[src/rtl/iob_axi_bridge_if.sv]
`default_nettype none
// ============================================================================
// Module   : iob_axi_bridge_if
// Brief    : AXI4 master-side signal bundle for the native-to-AXI bridge.
// Revision : 1.0
// ============================================================================
interface iob_axi_bridge_if #(
    parameter int ADDR_W = 32,
    parameter int DATA_W = 32
);
    logic [0:0]          m_axi_awid;
    logic [ADDR_W-1:0]   m_axi_awaddr;
    logic [7:0]          m_axi_awlen;
    logic [2:0]          m_axi_awsize;
    logic [1:0]          m_axi_awburst;
    logic                m_axi_awlock;
    logic [3:0]          m_axi_awcache;
    logic [2:0]          m_axi_awprot;
    logic [3:0]          m_axi_awqos;
    logic                m_axi_awvalid;
    logic                m_axi_awready;

    logic [DATA_W-1:0]   m_axi_wdata;
    logic [DATA_W/8-1:0] m_axi_wstrb;
    logic                m_axi_wlast;
    logic                m_axi_wvalid;
    logic                m_axi_wready;

    logic [0:0]          m_axi_bid;
    logic [1:0]          m_axi_bresp;
    logic                m_axi_bvalid;
    logic                m_axi_bready;

    logic [0:0]          m_axi_arid;
    logic [ADDR_W-1:0]   m_axi_araddr;
    logic [7:0]          m_axi_arlen;
    logic [2:0]          m_axi_arsize;
    logic [1:0]          m_axi_arburst;
    logic                m_axi_arlock;
    logic [3:0]          m_axi_arcache;
    logic [2:0]          m_axi_arprot;
    logic [3:0]          m_axi_arqos;
    logic                m_axi_arvalid;
    logic                m_axi_arready;

    logic [0:0]          m_axi_rid;
    logic [DATA_W-1:0]   m_axi_rdata;
    logic [1:0]          m_axi_rresp;
    logic                m_axi_rlast;
    logic                m_axi_rvalid;
    logic                m_axi_rready;

    modport master (
        output m_axi_awid, m_axi_awaddr, m_axi_awlen, m_axi_awsize, m_axi_awburst,
               m_axi_awlock, m_axi_awcache, m_axi_awprot, m_axi_awqos, m_axi_awvalid,
        input  m_axi_awready,
        output m_axi_wdata, m_axi_wstrb, m_axi_wlast, m_axi_wvalid,
        input  m_axi_wready,
        input  m_axi_bid, m_axi_bresp, m_axi_bvalid,
        output m_axi_bready,
        output m_axi_arid, m_axi_araddr, m_axi_arlen, m_axi_arsize, m_axi_arburst,
               m_axi_arlock, m_axi_arcache, m_axi_arprot, m_axi_arqos, m_axi_arvalid,
        input  m_axi_arready,
        input  m_axi_rid, m_axi_rdata, m_axi_rresp, m_axi_rlast, m_axi_rvalid,
        output m_axi_rready
    );

    modport slave (
        input  m_axi_awid, m_axi_awaddr, m_axi_awlen, m_axi_awsize, m_axi_awburst,
               m_axi_awlock, m_axi_awcache, m_axi_awprot, m_axi_awqos, m_axi_awvalid,
        output m_axi_awready,
        input  m_axi_wdata, m_axi_wstrb, m_axi_wlast, m_axi_wvalid,
        output m_axi_wready,
        output m_axi_bid, m_axi_bresp, m_axi_bvalid,
        input  m_axi_bready,
        input  m_axi_arid, m_axi_araddr, m_axi_arlen, m_axi_arsize, m_axi_arburst,
               m_axi_arlock, m_axi_arcache, m_axi_arprot, m_axi_arqos, m_axi_arvalid,
        output m_axi_arready,
        output m_axi_rid, m_axi_rdata, m_axi_rresp, m_axi_rlast, m_axi_rvalid,
        input  m_axi_rready
    );
endinterface
`default_nettype wire

[src/rtl/iob_axi_bridge.sv]
`default_nettype none
// ============================================================================
// Module   : iob_axi_bridge
// Brief    : Native valid/ready requests to single-beat AXI4 reads and writes.
// Revision : 1.0
// ============================================================================
module iob_axi_bridge #(
    parameter int ADDR_W = 32,
    parameter int DATA_W = 32,
    parameter int AXI_ID = 0
) (
    input  logic                clk,
    input  logic                rst,
    input  logic                valid,
    input  logic [ADDR_W-1:0]   address,
    input  logic [DATA_W-1:0]   wdata,
    input  logic [DATA_W/8-1:0] wstrb,
    output logic [DATA_W-1:0]   rdata,
    output logic                ready,
    output logic                err,
    iob_axi_bridge_if.master    m_axi
);

    typedef enum logic [2:0] {
        IDLE  = 3'd0,
        RADDR = 3'd1,
        RDATA = 3'd2,
        WRITE = 3'd3,
        WRESP = 3'd4,
        DONE  = 3'd5
    } state_t;

    state_t              r_state;
    state_t              w_state_nxt;
    logic [ADDR_W-1:0]   r_addr;
    logic [DATA_W-1:0]   r_wdata;
    logic [DATA_W/8-1:0] r_wstrb;
    logic [DATA_W-1:0]   r_rdata;
    logic                r_err;
    logic                r_aw_done;
    logic                r_w_done;

    logic w_arvalid;
    logic w_rready;
    logic w_awvalid;
    logic w_wvalid;
    logic w_bready;
    logic w_aw_fire;
    logic w_w_fire;
    logic w_unused;

    assign w_aw_fire = w_awvalid && m_axi.m_axi_awready;
    assign w_w_fire  = w_wvalid  && m_axi.m_axi_wready;

    always_ff @(posedge clk or posedge rst) begin
        if (rst) begin
            r_state <= IDLE;
        end else begin
            r_state <= w_state_nxt;
        end
    end

    always_comb begin
        w_state_nxt = r_state;
        w_arvalid   = 1'b0;
        w_rready    = 1'b0;
        w_awvalid   = 1'b0;
        w_wvalid    = 1'b0;
        w_bready    = 1'b0;
        ready       = 1'b0;
        err         = 1'b0;
        case (r_state)
            IDLE: begin
                if (valid) begin
                    w_state_nxt = (wstrb != '0) ? WRITE : RADDR;
                end
            end
            RADDR: begin
                w_arvalid = 1'b1;
                if (m_axi.m_axi_arready) begin
                    w_state_nxt = RDATA;
                end
            end
            RDATA: begin
                w_rready = 1'b1;
                if (m_axi.m_axi_rvalid) begin
                    w_state_nxt = DONE;
                end
            end
            WRITE: begin
                // Address and data channels complete independently, in any order.
                w_awvalid = !r_aw_done;
                w_wvalid  = !r_w_done;
                if ((r_aw_done || (!r_aw_done && m_axi.m_axi_awready)) &&
                    (r_w_done  || (!r_w_done  && m_axi.m_axi_wready))) begin
                    w_state_nxt = WRESP;
                end
            end
            WRESP: begin
                w_bready = 1'b1;
                if (m_axi.m_axi_bvalid) begin
                    w_state_nxt = DONE;
                end
            end
            DONE: begin
                ready       = 1'b1;
                err         = r_err;
                w_state_nxt = IDLE;
            end
            default: begin
                w_state_nxt = IDLE;
            end
        endcase
    end

    always_ff @(posedge clk or posedge rst) begin
        if (rst) begin
            r_addr    <= '0;
            r_wdata   <= '0;
            r_wstrb   <= '0;
            r_rdata   <= '0;
            r_err     <= 1'b0;
            r_aw_done <= 1'b0;
            r_w_done  <= 1'b0;
        end else begin
            if (r_state == IDLE && valid) begin
                r_addr    <= {address[ADDR_W-1:2], 2'b00};
                r_wdata   <= wdata;
                r_wstrb   <= wstrb;
                r_aw_done <= 1'b0;
                r_w_done  <= 1'b0;
            end
            if (w_aw_fire) begin
                r_aw_done <= 1'b1;
            end
            if (w_w_fire) begin
                r_w_done <= 1'b1;
            end
            if (r_state == RDATA && m_axi.m_axi_rvalid) begin
                r_rdata <= m_axi.m_axi_rdata;
                r_err   <= m_axi.m_axi_rresp[1];
            end
            if (r_state == WRESP && m_axi.m_axi_bvalid) begin
                r_err <= m_axi.m_axi_bresp[1];
            end
        end
    end

    assign rdata = r_rdata;

    assign m_axi.m_axi_awid    = 1'(AXI_ID);
    assign m_axi.m_axi_awaddr  = r_addr;
    assign m_axi.m_axi_awlen   = 8'd0;
    assign m_axi.m_axi_awsize  = 3'd2;
    assign m_axi.m_axi_awburst = 2'b01;
    assign m_axi.m_axi_awlock  = 1'b0;
    assign m_axi.m_axi_awcache = 4'b0011;
    assign m_axi.m_axi_awprot  = 3'b010;
    assign m_axi.m_axi_awqos   = 4'd0;
    assign m_axi.m_axi_awvalid = w_awvalid;

    assign m_axi.m_axi_wdata   = r_wdata;
    assign m_axi.m_axi_wstrb   = r_wstrb;
    assign m_axi.m_axi_wlast   = 1'b1;
    assign m_axi.m_axi_wvalid  = w_wvalid;
    assign m_axi.m_axi_bready  = w_bready;

    assign m_axi.m_axi_arid    = 1'(AXI_ID);
    assign m_axi.m_axi_araddr  = r_addr;
    assign m_axi.m_axi_arlen   = 8'd0;
    assign m_axi.m_axi_arsize  = 3'd2;
    assign m_axi.m_axi_arburst = 2'b01;
    assign m_axi.m_axi_arlock  = 1'b0;
    assign m_axi.m_axi_arcache = 4'b0011;
    assign m_axi.m_axi_arprot  = 3'b010;
    assign m_axi.m_axi_arqos   = 4'd0;
    assign m_axi.m_axi_arvalid = w_arvalid;
    assign m_axi.m_axi_rready  = w_rready;

    // Only the error bit of each response matters; ids and rlast are fixed by the single-beat protocol.
    assign w_unused = ^{address[1:0], m_axi.m_axi_bid, m_axi.m_axi_bresp[0],
                        m_axi.m_axi_rid, m_axi.m_axi_rresp[0], m_axi.m_axi_rlast};

endmodule
`default_nettype wire

[src/flat_wrapper.sv]
// flat-port wrapper written by rule: the top's interface ports become plain ports
module iob_axi_bridge_flat 
#(
    parameter int ADDR_W = 32,
    parameter int DATA_W = 32,
    parameter int AXI_ID = 0
)
  (clk, rst, valid, address, wdata, wstrb, rdata, ready, err, m_axi_m_axi_awid, m_axi_m_axi_awaddr, m_axi_m_axi_awlen, m_axi_m_axi_awsize, m_axi_m_axi_awburst, m_axi_m_axi_awlock, m_axi_m_axi_awcache, m_axi_m_axi_awprot, m_axi_m_axi_awqos, m_axi_m_axi_awvalid, m_axi_m_axi_awready, m_axi_m_axi_wdata, m_axi_m_axi_wstrb, m_axi_m_axi_wlast, m_axi_m_axi_wvalid, m_axi_m_axi_wready, m_axi_m_axi_bid, m_axi_m_axi_bresp, m_axi_m_axi_bvalid, m_axi_m_axi_bready, m_axi_m_axi_arid, m_axi_m_axi_araddr, m_axi_m_axi_arlen, m_axi_m_axi_arsize, m_axi_m_axi_arburst, m_axi_m_axi_arlock, m_axi_m_axi_arcache, m_axi_m_axi_arprot, m_axi_m_axi_arqos, m_axi_m_axi_arvalid, m_axi_m_axi_arready, m_axi_m_axi_rid, m_axi_m_axi_rdata, m_axi_m_axi_rresp, m_axi_m_axi_rlast, m_axi_m_axi_rvalid, m_axi_m_axi_rready);
  iob_axi_bridge_if #(.ADDR_W(ADDR_W), .DATA_W(DATA_W)) m_axi_i ();
  input  logic clk;
  input  logic rst;
  input  logic valid;
  input  logic [ADDR_W-1:0] address;
  input  logic [DATA_W-1:0] wdata;
  input  logic [DATA_W/8-1:0] wstrb;
  output logic [DATA_W-1:0] rdata;
  output logic ready;
  output logic err;
  output wire logic [$bits(m_axi_i.m_axi_awid)-1:0] m_axi_m_axi_awid;
  output wire logic [$bits(m_axi_i.m_axi_awaddr)-1:0] m_axi_m_axi_awaddr;
  output wire logic [$bits(m_axi_i.m_axi_awlen)-1:0] m_axi_m_axi_awlen;
  output wire logic [$bits(m_axi_i.m_axi_awsize)-1:0] m_axi_m_axi_awsize;
  output wire logic [$bits(m_axi_i.m_axi_awburst)-1:0] m_axi_m_axi_awburst;
  output wire logic [$bits(m_axi_i.m_axi_awlock)-1:0] m_axi_m_axi_awlock;
  output wire logic [$bits(m_axi_i.m_axi_awcache)-1:0] m_axi_m_axi_awcache;
  output wire logic [$bits(m_axi_i.m_axi_awprot)-1:0] m_axi_m_axi_awprot;
  output wire logic [$bits(m_axi_i.m_axi_awqos)-1:0] m_axi_m_axi_awqos;
  output wire logic [$bits(m_axi_i.m_axi_awvalid)-1:0] m_axi_m_axi_awvalid;
  input wire logic [$bits(m_axi_i.m_axi_awready)-1:0] m_axi_m_axi_awready;
  output wire logic [$bits(m_axi_i.m_axi_wdata)-1:0] m_axi_m_axi_wdata;
  output wire logic [$bits(m_axi_i.m_axi_wstrb)-1:0] m_axi_m_axi_wstrb;
  output wire logic [$bits(m_axi_i.m_axi_wlast)-1:0] m_axi_m_axi_wlast;
  output wire logic [$bits(m_axi_i.m_axi_wvalid)-1:0] m_axi_m_axi_wvalid;
  input wire logic [$bits(m_axi_i.m_axi_wready)-1:0] m_axi_m_axi_wready;
  input wire logic [$bits(m_axi_i.m_axi_bid)-1:0] m_axi_m_axi_bid;
  input wire logic [$bits(m_axi_i.m_axi_bresp)-1:0] m_axi_m_axi_bresp;
  input wire logic [$bits(m_axi_i.m_axi_bvalid)-1:0] m_axi_m_axi_bvalid;
  output wire logic [$bits(m_axi_i.m_axi_bready)-1:0] m_axi_m_axi_bready;
  output wire logic [$bits(m_axi_i.m_axi_arid)-1:0] m_axi_m_axi_arid;
  output wire logic [$bits(m_axi_i.m_axi_araddr)-1:0] m_axi_m_axi_araddr;
  output wire logic [$bits(m_axi_i.m_axi_arlen)-1:0] m_axi_m_axi_arlen;
  output wire logic [$bits(m_axi_i.m_axi_arsize)-1:0] m_axi_m_axi_arsize;
  output wire logic [$bits(m_axi_i.m_axi_arburst)-1:0] m_axi_m_axi_arburst;
  output wire logic [$bits(m_axi_i.m_axi_arlock)-1:0] m_axi_m_axi_arlock;
  output wire logic [$bits(m_axi_i.m_axi_arcache)-1:0] m_axi_m_axi_arcache;
  output wire logic [$bits(m_axi_i.m_axi_arprot)-1:0] m_axi_m_axi_arprot;
  output wire logic [$bits(m_axi_i.m_axi_arqos)-1:0] m_axi_m_axi_arqos;
  output wire logic [$bits(m_axi_i.m_axi_arvalid)-1:0] m_axi_m_axi_arvalid;
  input wire logic [$bits(m_axi_i.m_axi_arready)-1:0] m_axi_m_axi_arready;
  input wire logic [$bits(m_axi_i.m_axi_rid)-1:0] m_axi_m_axi_rid;
  input wire logic [$bits(m_axi_i.m_axi_rdata)-1:0] m_axi_m_axi_rdata;
  input wire logic [$bits(m_axi_i.m_axi_rresp)-1:0] m_axi_m_axi_rresp;
  input wire logic [$bits(m_axi_i.m_axi_rlast)-1:0] m_axi_m_axi_rlast;
  input wire logic [$bits(m_axi_i.m_axi_rvalid)-1:0] m_axi_m_axi_rvalid;
  output wire logic [$bits(m_axi_i.m_axi_rready)-1:0] m_axi_m_axi_rready;
  assign m_axi_m_axi_awid = m_axi_i.m_axi_awid;
  assign m_axi_m_axi_awaddr = m_axi_i.m_axi_awaddr;
  assign m_axi_m_axi_awlen = m_axi_i.m_axi_awlen;
  assign m_axi_m_axi_awsize = m_axi_i.m_axi_awsize;
  assign m_axi_m_axi_awburst = m_axi_i.m_axi_awburst;
  assign m_axi_m_axi_awlock = m_axi_i.m_axi_awlock;
  assign m_axi_m_axi_awcache = m_axi_i.m_axi_awcache;
  assign m_axi_m_axi_awprot = m_axi_i.m_axi_awprot;
  assign m_axi_m_axi_awqos = m_axi_i.m_axi_awqos;
  assign m_axi_m_axi_awvalid = m_axi_i.m_axi_awvalid;
  assign m_axi_i.m_axi_awready = m_axi_m_axi_awready;
  assign m_axi_m_axi_wdata = m_axi_i.m_axi_wdata;
  assign m_axi_m_axi_wstrb = m_axi_i.m_axi_wstrb;
  assign m_axi_m_axi_wlast = m_axi_i.m_axi_wlast;
  assign m_axi_m_axi_wvalid = m_axi_i.m_axi_wvalid;
  assign m_axi_i.m_axi_wready = m_axi_m_axi_wready;
  assign m_axi_i.m_axi_bid = m_axi_m_axi_bid;
  assign m_axi_i.m_axi_bresp = m_axi_m_axi_bresp;
  assign m_axi_i.m_axi_bvalid = m_axi_m_axi_bvalid;
  assign m_axi_m_axi_bready = m_axi_i.m_axi_bready;
  assign m_axi_m_axi_arid = m_axi_i.m_axi_arid;
  assign m_axi_m_axi_araddr = m_axi_i.m_axi_araddr;
  assign m_axi_m_axi_arlen = m_axi_i.m_axi_arlen;
  assign m_axi_m_axi_arsize = m_axi_i.m_axi_arsize;
  assign m_axi_m_axi_arburst = m_axi_i.m_axi_arburst;
  assign m_axi_m_axi_arlock = m_axi_i.m_axi_arlock;
  assign m_axi_m_axi_arcache = m_axi_i.m_axi_arcache;
  assign m_axi_m_axi_arprot = m_axi_i.m_axi_arprot;
  assign m_axi_m_axi_arqos = m_axi_i.m_axi_arqos;
  assign m_axi_m_axi_arvalid = m_axi_i.m_axi_arvalid;
  assign m_axi_i.m_axi_arready = m_axi_m_axi_arready;
  assign m_axi_i.m_axi_rid = m_axi_m_axi_rid;
  assign m_axi_i.m_axi_rdata = m_axi_m_axi_rdata;
  assign m_axi_i.m_axi_rresp = m_axi_m_axi_rresp;
  assign m_axi_i.m_axi_rlast = m_axi_m_axi_rlast;
  assign m_axi_i.m_axi_rvalid = m_axi_m_axi_rvalid;
  assign m_axi_m_axi_rready = m_axi_i.m_axi_rready;
  iob_axi_bridge #(.ADDR_W(ADDR_W), .DATA_W(DATA_W), .AXI_ID(AXI_ID)) u_core (.clk(clk), .rst(rst), .valid(valid), .address(address), .wdata(wdata), .wstrb(wstrb), .rdata(rdata), .ready(ready), .err(err), .m_axi(m_axi_i));
endmodule
[config.mk]
export PLATFORM = sky130hd
export DESIGN_NAME = iob_axi_bridge_flat
export DESIGN_NICKNAME = d
export VERILOG_FILES = /design/src/rtl/iob_axi_bridge_if.sv /design/src/rtl/iob_axi_bridge.sv /design/src/flat_wrapper.sv
export SDC_FILE = /design/constraint.sdc
export NUM_CORES = 1
export LEC_CHECK = 0
export BUFFER_PORTS_ARGS = -buffer_cell sky130_fd_sc_hd__clkbuf_2
export CAP_MARGIN = 20
export CORE_AREA = 3 3 119 121
export DETAILED_ROUTE_END_ITERATION = 16
export DIE_AREA = 0 0 122 124
export PLACE_DENSITY = 0.78
export SETUP_SLACK_MARGIN = 0.02
export SYNTH_ARGS = -nofsm -noshare
export SYNTH_HDL_FRONTEND = slang
export SYNTH_SLANG_ARGS = --single-unit
[constraint.sdc]
create_clock -name clk -period 8.43 [get_ports clk]
set_input_delay 0.843 -clock clk [delete_from_list [all_inputs] [get_ports clk]]
set_output_delay 0.843 -clock clk [all_outputs]
set_load 0.05 [all_outputs]
==> summary.md <==
| Metric | Value |
|---|---|
| Status | complete, no violations |
| Fill cell count | 1,236 |
| Total negative slack | 0 ps |
| Crit path time final | roughly 2800 ps |
| Maximum number of pins on one net before global-route repair | 58 |
| Seq cells post-synth | 104 |
| Net count, final | 665 |
| Number of design-rule violations left by the first detailed-router iteration | 61 |
| Overall die height | 124 um |
| Most used DFF post-synth | dfrtp_1 |
| Initial antenna violation count | 0 |
| CTS tree | built |
| Yosys Warn Count | 0 |
| Max Cap Violations | 0 |
| Setup violations, final | 0 |
| Instance area after placement | approximately 0.0056 mm^2 |
| Cells resized by post-CTS repair | 0 |
| Period utilization | 0.328 |
| Chip Width | 122 um |
| Share of layout cells above drive strength 1 | 0.659 |
| Count of port buffers added during placement | 242 |
| Post CTS Setup Buffer Count | 0 |
| Core footprint | 0.0132 mm^2 |
| Area of combinational cells with multiple inputs | 0.00158 mm^2 |
| Ranking of synthesized cells by area | dfrtp_1 55%, mux2_2 23%, buf_4 14%, buf_6 1.9%, buf_2 0.53% |
| Aggregate routed wire length | ~10,000 um |
| Clock tree sinks | 104 |
| Global route total overflow | 0 |
| Relative max-transition margin | 0.313 |
| Crit path DAT | about 3000 ps |
| Total vias in the final route | 3,178 |
| Global-route wire length before repair | 15,500 um |
| Endpoints failing hold | 0 |
| Synth unique cells | 31 |
| Area of all sequential standard cells | 0.00260 mm^2 |
| Post-synthesis instance area | roughly 0.0048 mm^2 |
| Pins over their slew limit | 0 |
| HP Class | reg2reg |
| Data required time at the worst endpoint | 8650 ps |
| Fraction of the yosys area taken by sequential cells | 0.548 |
| Clock-pin transition on the worst setup and hold timing paths | 70 ps |
| Root buf cell | clkbuf_16 |
| Worst-Margin Slew | between 1000 and 1500 ps |
| Most frequent cell after synthesis | dfrtp_1 |
| Element type at the critical path end | flip-flop |
| Number of global-route vias before repair | 3,108 |
| Remaining DRCs | 0 |
| # rows | 42 |
| Leading post-synthesis cells by instance count | 104 x dfrtp_1, 99 x mux2_2, 88 x buf_4 |
| Element type at the critical path start | flip-flop |
| Crit Path Class | reg2reg |
| Insertion delay of the later-clocked pin in the worst-skew pair | 330 ps |
| Initial core utilization | 0.360 |
| Avg Synthesized Cell Area | between 10 and 15 um^2 |
| Count of inserted antenna diode cells | 0 |
| Gate count of the mapped netlist | 340 |
| Routed length per placed instance | 14.3 um |
| Clock Path Buffers | 2 |
| Total global routing track utilization | 0.131 |
| RSZ-0062 raised after global routing | false |
| Layout Skew | ~4 ps |
| Smallest setup slack after layout | 5670 ps |
| Post-route design area | 0.00596 mm^2 |
| Maximum fanout along the worst path | 57 |
| Detail Placement HPWL | 8250 um |
| Ratio of routed vias to standard cells | 4.35 |
| Maximum level of the CTS H-tree | 3 |
| Antenna violation net count after detailed routing | 0 |
| Count of hold-fix buffers inserted at cts | 0 |
| IO Pins | 307 |
| Die area | 0.0151 mm^2 |
| Peak clock frequency supported by timing | roughly 360 MHz |
| Number of flops mapped to enable cells by yosys | 0 |
| Inserted Clock Buffers | 9 |
| Synth top area share | 0.548 |
| Fraction of registers with async set or reset after synthesis | 1.00 |
| Router iterations before antenna repair | 4 |
| Layout area overhead | 25.3% |
| Biggest area consumer among synthesized cells | dfrtp_1 |
| Final Wtd Congestion | 0.748 |
| Worst slack at placement | 5280 ps |
path summary, 6_finish.rpt:
check                                                   from  slack (ps)                       endpoint  depth (start not counted)
worst min-delay path            u_core.m_axi.m_axi_wdata[10]         510   u_core.m_axi.m_axi_wdata[10]                          1
worst max register to register             u_core.r_state[0]        5670    u_core.m_axi.m_axi_wdata[6]                          3
worst max-delay path                       u_core.r_state[0]        5670    u_core.m_axi.m_axi_wdata[6]                          3
max in group asynchronous                                rst        6720   u_core.m_axi.m_axi_wdata[13]                          3
min in group asynchronous                                rst         560  u_core.m_axi.m_axi_araddr[29]                          2
worst min register to register  u_core.m_axi.m_axi_wdata[10]         510   u_core.m_axi.m_axi_wdata[10]                          1
area by class of cell:
cell class                 instances  share of cell area
clock buffer                      10              0.0384
clock inverter                     5              0.0137
inverter                           2             0.00168
multi-input combinational        188               0.265
sequential                       104               0.437
tap                              176              0.0370
timing repair buffer             245               0.207
placed cells by master (no fill, tap or decap), drive strengths merged, types with 2 or more instances in the layout:
| cell | instances |
|---|---|
| mux2 | 100 |
| a21oi | 2 |
| nor3b | 2 |
| a22o | 2 |
| o221ai | 2 |
| clkbuf | 252 |
| conb | 57 |
| inv | 3 |
| nand2b | 3 |
| buf | 3 |
| nor2 | 3 |
| dfrtp | 104 |
| bufinv | 2 |
stage by stage:
step | hold slack [ps] | utilization | instances
2_1_floorplan | 519 | - | 395
3_3_place_gp | 489 | 0.428 | 715
3_5_place_dp | 495 | 0.428 | 715
4_1_cts | 510 | 0.452 | 730
5_1_grt | 525 | 0.452 | 730
6_report | 507 | 0.452 | 730
per-layer routing:
layer  GRT usage  routed length, um  share of wire
met1       0.141               3740           0.36
met5           0                  0              0
met2       0.240               5550           0.53
met3      0.0345                927          0.089
met4      0.0602                223          0.021
worst max-delay path: stages, from the launching register on:
cell and delay [ps]:
dfrtp_1 530, nor4b_2 940, buf_4 690, mux2_2 410
state kept, by name, indices dropped and copies added, names as in the netlist:
name and cells:
u_core.r_state 3, u_core.m_axi.m_axi_araddr 30, u_core.r_w_done 1, u_core.r_aw_done 1, u_core.r_err 1, u_core.m_axi.m_axi_wstrb 4
u_core.rdata 32, u_core.m_axi.m_axi_wdata 32
cell families (layout without fill, tap and decap cells):
family | count (synthesis) | in the layout | share of synthesized area
compound gates | 10 | 10 | 0.0161
buf+inv | 103 | 262 | 0.165
flops | 104 | 104 | 0.548
mux | 101 | 101 | 0.240
other cells | 2 | 57 | 0.00158
simple gates | 20 | 20 | 0.0300
Power is left out: the tool's default activity adds up to more than one toggle a clock period on the data nets, which glitch-free logic cannot reach.
